**src/rtl/rv_pkg.sv**
```systemverilog
// Shared RV32I datapath widths and types used by decode, regfile and writeback.
package rv_pkg;
  localparam int XLEN       = 32;
  localparam int NREG       = 32;
  localparam int REG_ADDR_W = $clog2(NREG);

  typedef logic [REG_ADDR_W-1:0] reg_addr_t;
  typedef logic [XLEN-1:0]       word_t;
endpackage

```
**src/rtl/regfile_rdport.sv**
```systemverilog
// One combinational read port: NREG:1 mux over the register view, address 0 forced to zero.
module regfile_rdport #(
  parameter int XLEN = rv_pkg::XLEN,
  parameter int NREG = rv_pkg::NREG,
  parameter int AW   = $clog2(NREG)
) (
  input  logic [NREG-1:0][XLEN-1:0] regs,
  input  logic [AW-1:0]             addr,
  output logic [XLEN-1:0]           data
);

  always_comb begin
    data = '0;
    for (int i = 1; i < NREG; i++) begin
      if (addr == AW'(i)) data = regs[i];
    end
  end

endmodule

```
**src/rtl/regfile.sv**
```systemverilog
// RV32I integer register file: x0 hardwired to zero, two zero-latency read ports,
// one write port committed on the rising edge; async active-high reset clears all.
module regfile #(
  parameter int XLEN = rv_pkg::XLEN,
  parameter int NREG = rv_pkg::NREG,
  parameter int AW   = $clog2(NREG)
) (
  input  logic            i_clk,
  input  logic            i_reset,
  input  logic [AW-1:0]   i_rs1_addr,
  input  logic [AW-1:0]   i_rs2_addr,
  output logic [XLEN-1:0] o_rs1_data,
  output logic [XLEN-1:0] o_rs2_data,
  input  logic [AW-1:0]   i_rd_addr,
  input  logic [XLEN-1:0] i_rd_data,
  input  logic            i_rd_wren
);

  // x0 has no storage; slot 0 of the read view is a constant zero.
  logic [NREG-1:1][XLEN-1:0] mem;
  logic [NREG-1:0][XLEN-1:0] view;

  always_ff @(posedge i_clk or posedge i_reset) begin
    if (i_reset) begin
      mem <= '0;
    end else if (i_rd_wren) begin
      for (int i = 1; i < NREG; i++) begin
        if (i_rd_addr == AW'(i)) mem[i] <= i_rd_data;
      end
    end
  end

  assign view = {mem, {XLEN{1'b0}}};

  regfile_rdport #(.XLEN(XLEN), .NREG(NREG), .AW(AW)) u_rs1 (
    .regs (view),
    .addr (i_rs1_addr),
    .data (o_rs1_data)
  );

  regfile_rdport #(.XLEN(XLEN), .NREG(NREG), .AW(AW)) u_rs2 (
    .regs (view),
    .addr (i_rs2_addr),
    .data (o_rs2_data)
  );

endmodule

```
**config.mk**
```make
export PLATFORM = sky130hd
export DESIGN_NAME = regfile
export DESIGN_NICKNAME = d
export VERILOG_FILES = /design/src/rtl/rv_pkg.sv /design/src/rtl/regfile_rdport.sv /design/src/rtl/regfile.sv
export SDC_FILE = /design/constraint.sdc
export NUM_CORES = 2
export LEC_CHECK = 0
export BUFFER_PORTS_ARGS = -buffer_cell sky130_fd_sc_hd__buf_2
export CORE_MARGIN = 2
export CORE_UTILIZATION = 27
export CTS_BUF_LIST = sky130_fd_sc_hd__clkbuf_4 sky130_fd_sc_hd__clkbuf_8
export CTS_CLUSTER_SIZE = 28
export DETAILED_ROUTE_END_ITERATION = 16
export RECOVER_POWER = 100
export SYNTH_ARGS = -nofsm -noshare
export SYNTH_HDL_FRONTEND = slang
export SYNTH_SLANG_ARGS = --single-unit
```
**constraint.sdc**
```tcl
create_clock -name i_clk -period 32.1 [get_ports i_clk]
set_input_delay 6.42 -clock i_clk [delete_from_list [all_inputs] [get_ports i_clk]]
set_output_delay 6.42 -clock i_clk [all_outputs]
set_load 0.03 [all_outputs]
```
==> summary.txt <==
Outcome
  • Status: finished, violations left
  • Failing checks: capacitance limit, slew limit

Routing
  • Final antenna-violating net count: 0
  • First DRT Iteration DRCs: 8606
  • WL final: 298.4 mm
  • Vias per Instance: 6.461
  • Residual DRC: 0
  • Via count: 51.42k
  • Average wire per standard cell: 37.49 um
  • Drt first pass iters: 9

Logic synthesis
  • Post-synth cell types: 84
  • Asr flop ratio synth: 100.0%
  • Syn_nets: 5197
  • Main flop type after synthesis: dfrtp_1
  • Seq cells post-synth: 992
  • Post-synthesis sequential area ratio: 45.57%
  • Number of synthesized flops with an enable pin: 0
  • Post-Syn Area: 0.05447 mm2
  • Synth Instances: 5147
  • Synth warn: 0
  • Post-synth top area cell: dfrtp_1
  • Synth area leaders: dfrtp_1 (46%), mux2_2 (21%), a21oi_1 (3.3%)
  • Avg Cell Area, Syn: 10.58 um2
  • Top-area cell type share of the netlist area: 45.57%

Critical path
  • CP peak stage delay: 4890 ps
  • Crit path required time: 25680 ps
  • CP max stage cell: clkbuf_1
  • Startpoint Class: input pin
  • Top cell by count, worst path: clkbuf_1
  • Critical path arrival: 19070 ps
  • Reg2reg setup slack: 31140 ps
  • Worst-path maximum fanout: 88
  • Critical path class: in -> out
  • Capturing point of the worst reg2reg path: mem[475]
  • Reg2Reg Depth: 1
  • Critical-path cell list: clkbuf_8 > clkbuf_1 > inv_1 > clkbuf_1 > clkbuf_1 > nand2_1 > o211ai_1 > o21ai_0 > a21oi_1 > a221o_1 > clkbuf_1
  • Crit path max-delay family: buffers and inverters
  • FF-to-FF Start: mem[475]
  • Setup crit end kind: output port
  • WP buf/inv: 6

Timing
  • Slew headroom: -531.7%
  • Tcrit/Tclk final: 79.41%
  • Crit path time final: 25490 ps
  • Clock Skews: 0 ps
  • Fin Setup TNS: 0 ps
  • Fmax: 39.23 MHz
  • Count of final setup violators: 0
  • Hold violation count in the final report: 0
  • Setup WS post-layout: 6610 ps
  • Max Slew Vio Count: 2318
  • Worst slew pin tran: 9476 ps
  • RSZ-0062 raised after global routing: no

CTS
  • Number of buffers created by CTS: 174
  • Clock slew at reported path FFs: 60 ps
  • Number of gates resized after CTS: 0
  • Clock Path Buffers: 3
  • Clk sink count: 992
  • Hold Buf Count CTS: 0
  • Clk_lat worst skew: 970 ps
  • CTS tree: yes
  • Post-CTS Setup Inserts: 0
  • Clock root buffer: clkbuf_8
  • H-tree levels: 4

Global routing
  • Initial antenna violation count: 36
  • First-pass GRT wire length: 407.5 mm
  • Vias in the first global route: 48.62k
  • GRT Total Usage: 28.03%
  • Largest net degree at the start of global routing: 163
  • GRT overflow: 0

Worst hold path
  • Hold EP: mem[426]
  • Worst min path class: reg -> reg
  • Hold Path Depth: 1
  • Worst hold start: mem[426]

Floorplanning
  • Initial Utilization: 27.23%
  • Die width: 453.2 um
  • IO Count: 114
  • CORE AREA: 0.2001 mm2
  • Die Area: 0.2054 mm2
  • Die height: 453.2 um
  • FP Rows: 164

Finish
  • Layout Cells excl Fill: 7958
  • Layout filler cell count: 20.64k
  • Final core occ: 30.89%
  • Area Overhead vs Synth: 13.46%
  • Nets: 5194
  • FF+latch area: 0.02482 mm2
  • Layout cell share with drive strength beyond 1: 31.26%
  • Number of flip-flops in the largest register: 992
  • Biggest register: mem
  • Top Registers: mem: 992 flops
  • Multi-input gate area: 0.02770 mm2

Placed design
  • Placed insts: 7624
  • Setup slack at placement: 14500 ps
  • GPL Wtd Cong: 1.030
  • Port Buf Inserts: 113
  • HPWL after DPL: 201.9 mm

Pwr
  • VDD IR max: 0.00005462 V
  • Pwr dens: 60.99 mW/mm2
  • Static Leak: 25.83 nW
  • Tot Pwr: 3.769 mW

Flow run
  • Max-cap violations: 53
==> Yosys cell counts, types with 42 or more instances <==
cell type	instances
nor3_1	65
o22ai_1	211
o211ai_1	42
a211oi_1	51
mux2_2	1012
nand2_1	259
buf_2	125
nor2_1	245
a221oi_1	76
buf_1	68
nand3_1	70
dfrtp_1	992
o21ai_0	323
o221ai_1	56
clkbuf_1	297
mux2i_1	92
a22oi_1	166
a21oi_1	361
a31oi_1	53
==> layout make-up <==
class	instances	area share, %
clock buffers	268	5.533
multi-input cells	3625	44.82
flip-flops and latches	992	40.16
well taps	2656	5.377
repair buffers	321	3.081
clock inverters	43	0.7409
inverters	30	0.1883
diodes	23	0.09312
==> how the worst max path moves through the flow <==
| stage | startpoint | endpoint | slack (ps) | cells past startpoint |
|---|---|---|---|---|
| 6_report | i_rs1_addr[1] | o_rs1_data[4] | 6610 | 11 |
| 5_1_grt | i_rs1_addr[1] | o_rs1_data[4] | 7270 | 11 |
| 4_1_cts | i_rs2_addr[0] | o_rs2_data[13] | 14500 | 11 |
| 3_5_place_dp | i_rs2_addr[0] | o_rs2_data[13] | 14500 | 11 |
| 3_3_place_gp | i_rs2_addr[0] | o_rs2_data[13] | 14530 | 11 |
| 2_1_floorplan | i_reset | mem[0] | 12010 | 1 |
==> cell families after synthesis <==
logic type / after synthesis / synth area share (%)
AO/OA/AOI/OAI: 1636 / 19.83
multiplexers: 1107 / 22.73
flip-flops: 992 / 45.57
AND/OR/NAND/NOR: 882 / 7.832
buffers and inverters: 530 / 4.029
==> metrics by stage <==
step / hold slack (ps) / cell area [um2]
after floorplan: 479.4 / 54480
final: 513.3 / 61810
after global routing: 541.8 / 61770
after detailed placement: 498.1 / 58220
after CTS: 511.7 / 62090
after global placement: 488.1 / 58220
==> per-layer routing <==
metal	up-vias	track usage [%]	share of wire [%]
li1	19648	-	-
met1	25845	35.17	37
met2	4559	40.12	41
met3	1336	9.708	13
met4	28	19.43	8.8
met5	-	0	0.069
==> power by group <==
part	internal (mW)	leakage, nW	switching, mW	total (mW)
sequential	1.50	12.7	0.244	1.74
combinational	0.293	11.1	0.412	0.705
clock	0.712	2.05	0.611	1.32
total	2.50	25.8	1.27	3.77
==> placed cells by master, fill, tap and decap left out, types with 56 or more instances in the layout <==
cell,instances
mux2_2,1012
dfrtp_1,992
a21oi_1,360
o21ai_0,322
nand2_1,250
clkbuf_8,226
nor2_1,219
o22ai_1,211
a22oi_1,166
buf_4,161
clkbuf_1,99
mux2i_1,92
a221oi_1,76
nand3_1,67
nor3_1,63
buf_2,59
o221ai_1,56
Power figures use the tool's default switching activity.
